===== config.mk =====
export PLATFORM = sky130hd
export DESIGN_NAME = fetch_stage
export DESIGN_NICKNAME = d
export VERILOG_FILES = /design/src/rtl/fetch_pkg.sv /design/src/rtl/fetch_perf_counter.sv /design/src/rtl/fetch_stage.sv
export SDC_FILE = /design/constraint.sdc
export NUM_CORES = 1
export LEC_CHECK = 0
export BUFFER_PORTS_ARGS = -buffer_cell sky130_fd_sc_hd__buf_2
export CORE_MARGIN = 4
export CORE_UTILIZATION = 33
export DETAILED_ROUTE_END_ITERATION = 10
export SLEW_MARGIN = 20
export SYNTH_ARGS = -nofsm -noshare
export SYNTH_HDL_FRONTEND = slang
export SYNTH_SLANG_ARGS = --single-unit

===== constraint.sdc =====
create_clock -name clk -period 5.9 [get_ports clk]
set_input_delay 0.59 -clock clk [delete_from_list [all_inputs] [get_ports clk]]
set_output_delay 0.59 -clock clk [all_outputs]
set_load 0.02 [all_outputs]

===== src/rtl/fetch_pkg.sv =====
// -----------------------------------------------------------------------------
// fetch_pkg
// Shared constants and types for the instruction-fetch stage.
//   INSTR_BYTES   : size of one instruction word in bytes
//   NOP_INSTR     : encoding of "addi x0, x0, 0", held in the IF/ID register
//                   while it contains no valid instruction
//   fetch_state_t : BOOT (one idle cycle after reset), RUN, FAULT (sticky)
// -----------------------------------------------------------------------------
package fetch_pkg;

    localparam int          INSTR_BYTES = 4;
    localparam logic [31:0] NOP_INSTR   = 32'h0000_0013;

    typedef enum logic [1:0] {
        BOOT  = 2'd0,
        RUN   = 2'd1,
        FAULT = 2'd2
    } fetch_state_t;

endpackage


===== src/rtl/fetch_perf_counter.sv =====
// -----------------------------------------------------------------------------
// fetch_perf_counter
// 32-bit event counter that saturates at all-ones instead of wrapping.
// Ports:
//   clk   : clock
//   reset : synchronous active-high reset, clears the count
//   en    : count one event this cycle
//   count : current count
// -----------------------------------------------------------------------------
module fetch_perf_counter (
    input  logic        clk,
    input  logic        reset,
    input  logic        en,
    output logic [31:0] count
);

    logic [31:0] count_reg;

    always_ff @(posedge clk) begin
        if (reset) begin
            count_reg <= 32'd0;
        end else if (en && (count_reg != 32'hFFFF_FFFF)) begin
            count_reg <= count_reg + 32'd1;
        end
    end

    assign count = count_reg;

endmodule


===== src/rtl/fetch_stage.sv =====
// -----------------------------------------------------------------------------
// fetch_stage
// Instruction-fetch stage: owns the PC, reads the combinational instruction
// memory and registers {pc, instruction} into the IF/ID register with a
// valid/ready handshake toward decode. Redirects from execute take priority
// over everything; misaligned or out-of-range PCs move the stage to a sticky
// FAULT state that only reset or a legal redirect leaves.
// Ports:
//   clk, reset           : clock, synchronous active-high reset
//   imem_addr/imem_instr : byte address out, little-endian word back (same cycle)
//   redirect_valid/_pc   : PC change request from execute
//   out_valid/out_ready  : IF/ID handshake toward decode
//   out_pc/out_pc_plus4/out_instr : held instruction and its PC (+4 for links)
//   fetch_fault/fault_pc : stage is in FAULT, and the offending address
//   perf_fetched/perf_stall : saturating event counters, present only when
//                          the macro FETCH_PERF_CNT_EN is defined
// -----------------------------------------------------------------------------
module fetch_stage
    import fetch_pkg::*;
#(
    parameter logic [31:0] RESET_PC  = 32'h0000_0000,
    parameter int          MEM_BYTES = 109
) (
    input  logic        clk,
    input  logic        reset,
    output logic [31:0] imem_addr,
    input  logic [31:0] imem_instr,
    input  logic        redirect_valid,
    input  logic [31:0] redirect_pc,
    output logic        out_valid,
    input  logic        out_ready,
    output logic [31:0] out_pc,
    output logic [31:0] out_pc_plus4,
    output logic [31:0] out_instr,
    output logic        fetch_fault,
    output logic [31:0] fault_pc
`ifdef FETCH_PERF_CNT_EN
    ,
    output logic [31:0] perf_fetched,
    output logic [31:0] perf_stall
`endif
);

    localparam logic [32:0] MEM_LAST  = 33'(MEM_BYTES - 1);
    localparam logic [32:0] WORD_TAIL = 33'(INSTR_BYTES - 1);
    localparam logic [31:0] PC_STEP   = 32'(INSTR_BYTES);

    // A word fetch is legal when aligned and its last byte lies inside memory.
    // The sum is formed in 33 bits so addresses near 2^32 do not wrap into range.
    function automatic logic pc_legal(input logic [31:0] pc);
        logic [32:0] last_byte;
        last_byte = {1'b0, pc} + WORD_TAIL;
        return (pc[1:0] == 2'b00) && (last_byte <= MEM_LAST);
    endfunction

    fetch_state_t state_reg, state_next;
    logic [31:0]  pc_reg, pc_next;
    logic         out_valid_reg, out_valid_next;
    logic [31:0]  out_pc_reg, out_pc_next;
    logic [31:0]  out_pc_plus4_reg, out_pc_plus4_next;
    logic [31:0]  out_instr_reg, out_instr_next;
    logic [31:0]  fault_pc_reg, fault_pc_next;
    logic         fetch_en;
    logic         capture;

    assign fetch_en = (state_reg == RUN) && !redirect_valid &&
                      (!out_valid_reg || out_ready);

    always_ff @(posedge clk) begin
        if (reset) begin
            state_reg        <= BOOT;
            pc_reg           <= RESET_PC;
            out_valid_reg    <= 1'b0;
            out_pc_reg       <= 32'd0;
            out_pc_plus4_reg <= 32'd4;
            out_instr_reg    <= NOP_INSTR;
            fault_pc_reg     <= 32'd0;
        end else begin
            state_reg        <= state_next;
            pc_reg           <= pc_next;
            out_valid_reg    <= out_valid_next;
            out_pc_reg       <= out_pc_next;
            out_pc_plus4_reg <= out_pc_plus4_next;
            out_instr_reg    <= out_instr_next;
            fault_pc_reg     <= fault_pc_next;
        end
    end

    always_comb begin
        state_next        = state_reg;
        pc_next           = pc_reg;
        out_valid_next    = out_valid_reg;
        out_pc_next       = out_pc_reg;
        out_pc_plus4_next = out_pc_plus4_reg;
        out_instr_next    = out_instr_reg;
        fault_pc_next     = fault_pc_reg;
        capture           = 1'b0;

        if (redirect_valid) begin
            // Squash whatever is held; the new stream starts at redirect_pc.
            out_valid_next = 1'b0;
            pc_next        = redirect_pc;
            if (pc_legal(redirect_pc)) begin
                state_next = RUN;
            end else begin
                state_next    = FAULT;
                fault_pc_next = redirect_pc;
            end
        end else begin
            // An accepted word drains; a capture below refills the register.
            if (out_valid_reg && out_ready) begin
                out_valid_next = 1'b0;
            end
            case (state_reg)
                BOOT: state_next = RUN;
                RUN: begin
                    if (fetch_en) begin
                        if (pc_legal(pc_reg)) begin
                            capture = 1'b1;
                        end else begin
                            state_next    = FAULT;
                            fault_pc_next = pc_reg;
                        end
                    end
                end
                FAULT: state_next = FAULT;
                default: state_next = BOOT;
            endcase
        end

        if (capture) begin
            out_valid_next    = 1'b1;
            out_pc_next       = pc_reg;
            out_pc_plus4_next = pc_reg + PC_STEP;
            out_instr_next    = imem_instr;
            pc_next           = pc_reg + PC_STEP;
        end
    end

    assign imem_addr    = pc_reg;
    assign out_valid    = out_valid_reg;
    assign out_pc       = out_pc_reg;
    assign out_pc_plus4 = out_pc_plus4_reg;
    assign out_instr    = out_instr_reg;
    assign fetch_fault  = (state_reg == FAULT);
    assign fault_pc     = fault_pc_reg;

`ifdef FETCH_PERF_CNT_EN
    fetch_perf_counter u_perf_fetched (
        .clk   (clk),
        .reset (reset),
        .en    (capture),
        .count (perf_fetched)
    );

    fetch_perf_counter u_perf_stall (
        .clk   (clk),
        .reset (reset),
        .en    (out_valid_reg && !out_ready),
        .count (perf_stall)
    );
`endif

endmodule


==> results of run 1 <==
==> kinds of logic after synthesis <==
kind of cell / Yosys count / synth area share
AND/OR/NAND/NOR: 296 / 0.238
multiplexers: 98 / 0.158
buffers and inverters: 52 / 0.0373
adder cells (fa/ha/maj): 4 / 0.00724
AO/OA/AOI/OAI: 75 / 0.0869
XOR/XNOR: 5 / 0.00634
flip-flops: 161 / 0.466
==> synthesized netlist by cell type (3+ instances only) <==
cell        n  area (µm²)
nand2b_1    5        31.3
nor2b_1    35         219
nor2_1     80         300
buf_4       6        45.0
or4_1       6        45.0
ha_1        4        50.1
clkbuf_1   29         109
and4_1      3        26.3
o211ai_1    9        67.6
a21o_1      4        30.0
o211a_1     6        60.1
xnor2_1     4        35.0
nand3_1    22         110
nor4_1      9        56.3
or3_1      10        62.6
a21oi_1     9        45.0
and3_1     62         388
nand4_1    21         131
nand2_1    22        82.6
dfxtp_1   161        3220
mux2i_1    70         701
buf_2       6        30.0
mux2_4     20         300
a211oi_1    6        45.0
nor3_1      6        30.0
inv_1       8        30.0
mux2_2      8        90.1
o21ai_0     9        45.0
==> power by group <==
group          total (µW)  switching, µW  internal [µW]
Combinational         242            143           98.6
Sequential           1150           37.0           1120
Clock                1100            529            569
Total                2490            709           1780
==> cell type report <==
cell class,count,area (µm²),area share
Clock buffer,17,425,0.0482
Clock inverter,15,165,0.0187
Timing Repair Buffer,235,1190,0.135
Inverter,9,33.8,0.00383
Tap cell,270,338,0.0383
Antenna cell,1,2.50,0.000284
Sequential cell,161,3220,0.365
Multi-Input combinational cell,478,3440,0.390
==> per-layer routing <==
| layer | share of wire | GRT usage | vias to the layer above |
|---|---|---|---|
| met5 | 0 | 0 | - |
| met4 | 0.016 | 0.0560 | 0 |
| met3 | 0.065 | 0.0534 | 26 |
| met2 | 0.47 | 0.274 | 175 |
| met1 | 0.45 | 0.219 | 2732 |
| li1 | - | - | 2931 |
==> per-stage QoR <==
stage / instance area (µm²) / power [µW] / cells
3_5_place_dp: 8230 / 1420 / 1153
5_1_grt: 8820 / 2600 / 1186
6_report: 8820 / 2490 / 1186
2_1_floorplan: 6910 / 1320 / 691
4_1_cts: 8820 / 2530 / 1185
3_3_place_gp: 8230 / 1420 / 1153
==> worst max-delay path: cells and delay by family, from the launching register on <==
family | cells | cell delay, ns
buf+inv | 1 | 0.53
simple gates | 6 | 2.11
fa+ha+maj | 1 | 0.37
mux | 1 | 0.18
compound gates | 1 | 0.12
flops | 1 | 0.56
==> how the worst max path moves through the flow <==
stage	end	slack, ns	cells after the start
4_1_cts	out_instr[3]	1.83	10
6_report	out_instr[3]	1.86	10
2_1_floorplan	fault_pc[11]	2.76	10
3_5_place_dp	out_instr[3]	1.83	10
3_3_place_gp	out_instr[14]	1.92	10
5_1_grt	out_instr[28]	1.47	10
==> metrics.yaml, run 1 <==
status: "complete, no violations"
drc: 0
finClkSkew_ns: 0.0151
postLayoutCoreUtil: 0.432
grt_setup_unrepaired: "no"
syn_avg_cell_area_um2: 10.0
maxCapViolations: 0
clk_pin_slew_ns: 0.08
min_period_ns: 4.04
dieArea_um2: 23300
grt_pass1_vias: 5544
r2r_cells: 10
rr_endpoint: "out_instr[3]"
crit_path_end_kind: "register"
final.setup.tns_ns: 0
clk_latency_ns: 0.43
cp.required_ns: 6.19
whs_path_depth: 3
synth_enable_flop_cells: 0
ir_drop_mv: 0.151
drt_first_pass_iters: 5
grt_max_degree: 72
r2r_setup_slack_ns: 1.86
cts.sinks: 161
critPathMaxStageDelay_ns: 0.77
numCtsBuffers: 17
dpl_worst_slack_ns: 1.83
final_cell_mix: "buf_2, dfxtp_1, nor2_1, mux2i_1, and3_1"
worst_slack_ns: 1.86
finalHoldViolCount: 0
path_class: "register to register"
worstPathArrival_ns: 4.33
syn-instance-count: 691
num_io_pins: 230
initial_core_util: 0.338
gp_congestion: 0.882
postRouteAntennaNets: 0
drt_wl_total_um: 20300
clk_path_buf_depth: 2
p_per_area_nw_per_um2: 283
htree_levels: 4
cts_setup_buffers: 0
die_y_um: 153
holdBufCountCts: 0
synth_nets: 763
holdWs_ns: 0.361
worstHoldEndpoint: "out_instr[4]"
final_common_cell: "buf_2"
synthArstFlopShare: 0
fillers: 2070
wl_per_cell_um: 17.1
p_leak_uw: 0.00451
grt_usage: 0.171
start_kind: "register"
synth_cell_types: 69
overflow: 0
placementRows: 52
antenna_found_initial: 1
slew_viol_final: 0
cts_tree: "yes"
io_buffers: 229
drive_gt1_frac: 0.334
die_w_um: 153
netlist_area_um2: 6910
finalCritPeriodShare: 0.685
fmax_mhz: 248
cts-resized-gates: 0
timing.rr.start: "imem_addr[2]"
final_net_count: 974
ys_ff_latch: 161
crit_chain: "ha_1 -> nand3_4 -> nor4_1 -> and3_1 -> o22ai_1 -> nor4_4 -> nand4_4 -> buf_4 -> mux2i_1 -> nor2_1"
startpoint: "imem_addr[2]"
num_vias: 5864
yosys_most_used_dff: "dfxtp_1"
setup_viol: 0
cts_root_buf: "clkbuf_16"
ys_seq_area_frac: 0.466
cp_slowest_cell: "nand4_4"
hold_class: "input port to register"
worst_slew_pin_slew_ns: 0.910
ys_warn_count: 0
grt_pass1_wl_um: 31900
core_um2: 20400
hold_start: "imem_instr[4]"
place_hpwl_um: 14900
cp_max_fo: 71
drt-initial-drc-count: 345
syn_to_final_growth_pct: 27.6
viasPerCell: 4.94
relSlewSlack: 0.392
Note: power is estimated with default switching activity, not from simulation.
==> run 2: changes to the inputs <==
ABC_AREA = 1   (was unset)
clock period = 3.97 ns   (was 5.9 ns; I/O delays follow)
==> run 2 against run 1 <==
  * Register-to-register slack got worse by 1.3 ns
  * Sequential share of layout area decreased by 4.2 points
  * Non-clock buffer count increased by 3
  * Via count increased by 43%
  * Synthesized cell count is 85% higher
  * Critical endpoint is now out_instr[22]
  * Largest cell class unchanged
==> metrics.yaml, run 2 <==
start_kind: "register"  # unchanged
synth_cell_types: 31  # was 69
place_hpwl_um: 21500  # was 14900 µm
synth_enable_flop_cells: 0  # unchanged
synth_top_cell_area_share: 0.400  # was 0.466
postPlaceCellArea_um2: 9370  # was 8230 µm²
cts_root_buf: "clkbuf_16"  # unchanged
drt_wl_total_um: 28500  # was 20300 µm
final_common_cell: "nand2_1"  # was buf_2
placementRows: 56  # was 52
drt-initial-drc-count: 553  # was 345
design_area_um2: 9960  # was 8820 µm²
viasPerCell: 4.66  # was 4.94
synthArstFlopShare: 0  # unchanged
hold_class: "input port to register"  # unchanged
die_y_um: 164  # was 153 µm
gp_congestion: 1.01  # was 0.882
totalPowerFinal_uw: 3800  # was 2490 µW
cts.sinks: 161  # unchanged
synth.most_common_cell: "nand2_1"  # was dfxtp_1
grt_pass1_wl_um: 43900  # was 31900 µm
htree_levels: 4  # unchanged
worstPathArrival_ns: 3.82  # was 4.33 ns
final_net_count: 1546  # was 974
ys_warn_count: 0  # unchanged
drt_first_pass_iters: 7  # was 5
final_cell_mix: "nand2_1, nor2_1, buf_2, dfxtp_1, inv_1"  # was buf_2, dfxtp_1, nor2_1, mux2i_1, and3_1
path_class: "register to register"  # unchanged
overflow: 0  # unchanged
fmax_mhz: 289  # was 248 MHz
wl_per_cell_um: 15.8  # was 17.1 µm
postRouteAntennaNets: 0  # unchanged
dieArea_um2: 27000  # was 23300 µm²
setup_viol: 0  # unchanged
netlist_area_um2: 8070  # was 6910 µm²
finalCritPeriodShare: 0.871  # was 0.685
ir_drop_mv: 0.230  # was 0.151 mV
worst_slew_pin_slew_ns: 0.996  # was 0.910 ns
drive_gt1_frac: 0.200  # was 0.334
worst_slack_ns: 0.514  # was 1.86 ns
ys_seq_area_frac: 0.400  # was 0.466
synth_nets: 1347  # was 763
num_vias: 8407  # was 5864
grt_pass1_vias: 7893  # was 5544
numCtsBuffers: 17  # unchanged
cts_tree: "yes"  # unchanged
final.setup.tns_ns: 0  # unchanged
holdWs_ns: 0.163  # was 0.361 ns
num_io_pins: 230  # unchanged
dpl_worst_slack_ns: 0.547  # was 1.83 ns
core_um2: 23800  # was 20400 µm²
clk_path_buf_depth: 2  # unchanged
crit_path_end_kind: "register"  # unchanged
initial_core_util: 0.340  # was 0.338
die_w_um: 164  # was 153 µm
syn_avg_cell_area_um2: 6.33  # was 10.0 µm²
p_per_area_nw_per_um2: 381  # was 283 nW/µm²
holdBufCountCts: 0  # unchanged
finalHoldViolCount: 0  # unchanged
syn_to_final_growth_pct: 23.5  # was 27.6%
relSlewSlack: 0.336  # was 0.392
fillers: 2568  # was 2070
clk_pin_slew_ns: 0.08  # about the same
cts-resized-gates: 0  # unchanged
clk_latency_ns: 0.43  # about the same
netlist.top_cell.by_area: "dfxtp_1"  # unchanged
cp_max_fo: 22  # was 71
grt_setup_unrepaired: "no"  # unchanged
antennaDiodeCount: 0  # was 1
status: "complete, no violations"  # unchanged
slew_viol_final: 0  # unchanged
p_leak_uw: 0.00475  # was 0.00451 µW
maxCapViolations: 0  # unchanged
yosys-top-cells-count: "nand2_1, nor2_1, dfxtp_1"  # was dfxtp_1, nor2_1, mux2i_1
synth.area.top_cells: "dfxtp_1, nand2_1, nor2_1"  # was dfxtp_1, mux2i_1, and3_1
cts_setup_buffers: 0  # unchanged
finClkSkew_ns: 0.0169  # was 0.0151 ns
antenna_found_initial: 1  # unchanged
io_buffers: 229  # unchanged
grt_max_degree: 88  # was 72
cp.required_ns: 4.34  # was 6.19 ns
syn-instance-count: 1275  # was 691
yosys_most_used_dff: "dfxtp_1"  # unchanged
grt_usage: 0.209  # was 0.171
min_period_ns: 3.46  # was 4.04 ns
drc: 0  # unchanged
ys_ff_latch: 161  # unchanged
-- run 2: cell families after synthesis --
kind of cell,after synthesis,synth area share
xor gates and xnor gates,14,0.0152
adders and majority gates,4,0.00620
buffers and inverters,194,0.103
AOI/OAI and AO/OA,123,0.0785
DFF,161,0.400
and+or+nand+nor,779,0.397
-- run 2: critical path, cell delays in order (launching register included) --
cell	delay (ns)
dfxtp_1	0.55
ha_1	0.30
nand3_1	0.18
nor2_2	0.24
nand2_1	0.15
nor2_1	0.20
nand4_1	0.10
nand2_1	0.08
nand2_1	0.06
nor2_1	0.15
nand3_2	0.20
nor2_4	0.19
nand2_4	0.19
inv_2	0.36
buf_4	0.27
nor2_1	0.06
nor2_1	0.09
-- run 2: path summary, 6_finish.rpt --
path,from,cells past startpoint,end,slack (ns)
setup / recovery,imem_addr[2],16,out_instr[22],0.51
hold reg to reg,out_pc_plus4[30],2,out_pc_plus4[30],0.44
hold / removal,imem_instr[0],3,out_instr[0],0.16
setup reg to reg,imem_addr[2],16,out_instr[22],0.51
-- run 2: cell type report --
class,instances,area [µm²],share of cell area
tap,319,399,0.0401
sequential,161,3220,0.324
inverter,136,510,0.0512
clock buffer,17,425,0.0427
clock inverter,15,163,0.0163
timing repair buffer,238,1230,0.123
multi-input combinational,920,4020,0.403
-- run 2: routing by layer --
layer | wire [µm] | track usage | part of all wire
met5 | 13 | 0 | 0.00046
met4 | 789 | 0.0621 | 0.028
met1 | 12500 | 0.272 | 0.44
met2 | 12600 | 0.333 | 0.44
met3 | 2580 | 0.0650 | 0.091
-- run 2: through the flow --
stage / instances / util
2_1_floorplan: 1275 / -
5_1_grt: 1806 / 0.419
6_report: 1806 / 0.419
4_1_cts: 1806 / 0.419
3_5_place_dp: 1774 / 0.395
3_3_place_gp: 1774 / 0.395
-- run 2: report_power, final --
group	leakage [µW]	total (µW)	internal, µW	switching [µW]
sequential	0.00131	1710	1660	46.1
clock	0.000288	1630	843	786
combinational	0.00315	462	141	321
total	0.00475	3800	2640	1150
==> run 3: changes to the inputs <==
GPL_TIMING_DRIVEN = 1   (was unset)
MAX_ROUTING_LAYER = met4   (was unset)
PLACE_DENSITY_LB_ADDON = 0.3   (was unset)
==> run 3 against run 2 <==
  * Critical endpoint is now out_pc[6]
  * Count of clock-buffer cells in the layout unchanged
  * Critical path type unchanged
  * Final cell count unchanged
  * Routed wire length decreased by 0.71%
  * Hold slack got worse by 0.0041 ns
  * Non-clock buffer count decreased by 1
==> metrics.yaml, run 3 (synthesis gave the netlist of run 2 again) <==
wl_per_cell_um: 15.7  # was 15.8 µm
timing.rr.start: "imem_addr[2]"  # unchanged
clk_pin_slew_ns: 0.08  # about the same
multi_input_area_um2: 4020  # unchanged
drive_gt1_frac: 0.199  # was 0.200
core_um2: 23800  # unchanged
cts-resized-gates: 0  # unchanged
grt_max_degree: 88  # unchanged
drt_first_pass_iters: 5  # was 7
fillers: 2591  # was 2568
cts_setup_buffers: 0  # unchanged
p_leak_uw: 0.00474  # was 0.00475 µW
cts_tree: "yes"  # unchanged
cts_root_buf: "clkbuf_16"  # unchanged
path_class: "register to register"  # unchanged
placementRows: 56  # unchanged
min_period_ns: 3.55  # was 3.46 ns
final_common_cell: "nand2_1"  # unchanged
worst_slew_pin_slew_ns: 1.00  # was 0.996 ns
drt-initial-drc-count: 555  # was 553
regArea_um2: 3220  # unchanged
hold_start: "imem_instr[0]"  # unchanged
grt_setup_unrepaired: "no"  # unchanged
postRouteAntennaNets: 0  # unchanged
hold_class: "input port to register"  # unchanged
finClkSkew_ns: 0.0170  # was 0.0169 ns
syn_to_final_growth_pct: 23.6  # was 23.5%
clk_path_buf_depth: 2  # unchanged
htree_levels: 4  # unchanged
cp_max_fo: 51  # was 22
initial_core_util: 0.340  # unchanged
die_w_um: 164  # unchanged
io_buffers: 229  # unchanged
gp_congestion: 0.969  # was 1.01
drt_wl_total_um: 28300  # was 28500 µm
grt_usage: 0.211  # was 0.209
grt_pass1_vias: 7969  # was 7893
place_hpwl_um: 21200  # was 21500 µm
ir_drop_mv: 0.265  # was 0.230 mV
worstPathArrival_ns: 3.87  # was 3.82 ns
finalHoldViolCount: 0  # unchanged
final_net_count: 1545  # was 1546
slew_viol_final: 0  # unchanged
cp.required_ns: 4.29  # was 4.34 ns
fmax_mhz: 282  # was 289 MHz
cts.sinks: 161  # unchanged
relSlewSlack: 0.328  # was 0.336
clk_latency_ns: 0.43  # about the same
overflow: 0  # unchanged
numCtsBuffers: 17  # unchanged
holdWs_ns: 0.159  # was 0.163 ns
setup_viol: 0  # unchanged
status: "complete, no violations"  # unchanged
grt_pass1_wl_um: 43400  # was 43900 µm
p_per_area_nw_per_um2: 383  # was 381 nW/µm²
dieArea_um2: 27000  # unchanged
viasPerCell: 4.70  # was 4.66
startpoint: "imem_addr[2]"  # unchanged
antenna_found_initial: 1  # unchanged
num_io_pins: 230  # unchanged
drc: 0  # unchanged
finalCritPeriodShare: 0.894  # was 0.871
final_cell_mix: "nand2_1, nor2_1, buf_2, dfxtp_1, inv_1"  # unchanged
maxCapViolations: 0  # unchanged
holdBufCountCts: 0  # unchanged
postLayoutCoreUtil: 0.420  # was 0.419
final.setup.tns_ns: 0  # unchanged
crit_path_end_kind: "register"  # unchanged
die_y_um: 164  # unchanged
start_kind: "register"  # unchanged
num_vias: 8493  # was 8407
run 3: cell types whose count changed in the layout (fill, tap and decap cells not counted), sizes merged:
cell,previous run,this run
clkinvlp,0,1
diode,0,1
clkinv,7,5
inv,144,145
buf,238,237
run 3: final cells by class:
class / count / share of cell area
diodes: 1 / 0.000251
clock buffers: 17 / 0.0427
clock inverters: 15 / 0.0162
inverters: 136 / 0.0512
multi-input cells: 920 / 0.403
flip-flops and latches: 161 / 0.323
well taps: 319 / 0.0400
repair buffers: 237 / 0.124
run 3: path summary, 6_finish.rpt:
kind                      endpoint  slack [ns]  depth (start not counted)
setup / recovery         out_pc[6]        0.42                         17
hold / removal        out_instr[0]        0.16                          3
setup reg to reg         out_pc[6]        0.42                         17
hold reg to reg   out_pc_plus4[17]        0.44                          2
run 3: worst max-delay path, stage by stage (launching register included):
cell     delay (ns)
dfxtp_1        0.52
ha_1           0.29
nand2_1        0.09
nor2_2         0.18
nand2_1        0.09
nor2_1         0.28
nand3_1        0.11
nand2_1        0.09
nand2_1        0.07
nor2_1         0.10
nand2_1        0.07
nor2_1         0.20
nand2_2        0.15
nor2_4         0.20
nand2_4        0.28
buf_4          0.45
o21ai_0        0.21
nor2_1         0.06
run 3: power by group:
group / internal (µW) / switching (µW) / total [µW] / leakage, µW
Clock: 847 / 802 / 1650 / 0.000287
Combinational: 143 / 319 / 462 / 0.00315
Sequential: 1660 / 46.9 / 1710 / 0.00131
Total: 2650 / 1170 / 3820 / 0.00474
run 3: layer usage:
layer / global-route usage / up-vias / share of wire / wire length, µm
met5: - / - / 0 / 0
met4: 0.0496 / 0 / 0.016 / 463
met3: 0.0577 / 29 / 0.076 / 2140
met2: 0.337 / 306 / 0.46 / 13000
met1: 0.267 / 3818 / 0.45 / 12700
li1: - / 4340 / - / -
run 3: per-stage QoR:
| stage | setup slack, ns | total power [µW] | std cells | area, µm² |
|---|---|---|---|---|
| global placement | 0.442 | 2210 | 1773 | 9380 |
| floorplan | 1.43 | 2020 | 1275 | 8070 |
| CTS | 0.440 | 3870 | 1805 | 9970 |
| finish | 0.420 | 3820 | 1806 | 9970 |
| detailed placement | 0.465 | 2210 | 1773 | 9380 |
| global route | 0.0980 | 3990 | 1806 | 9970 |
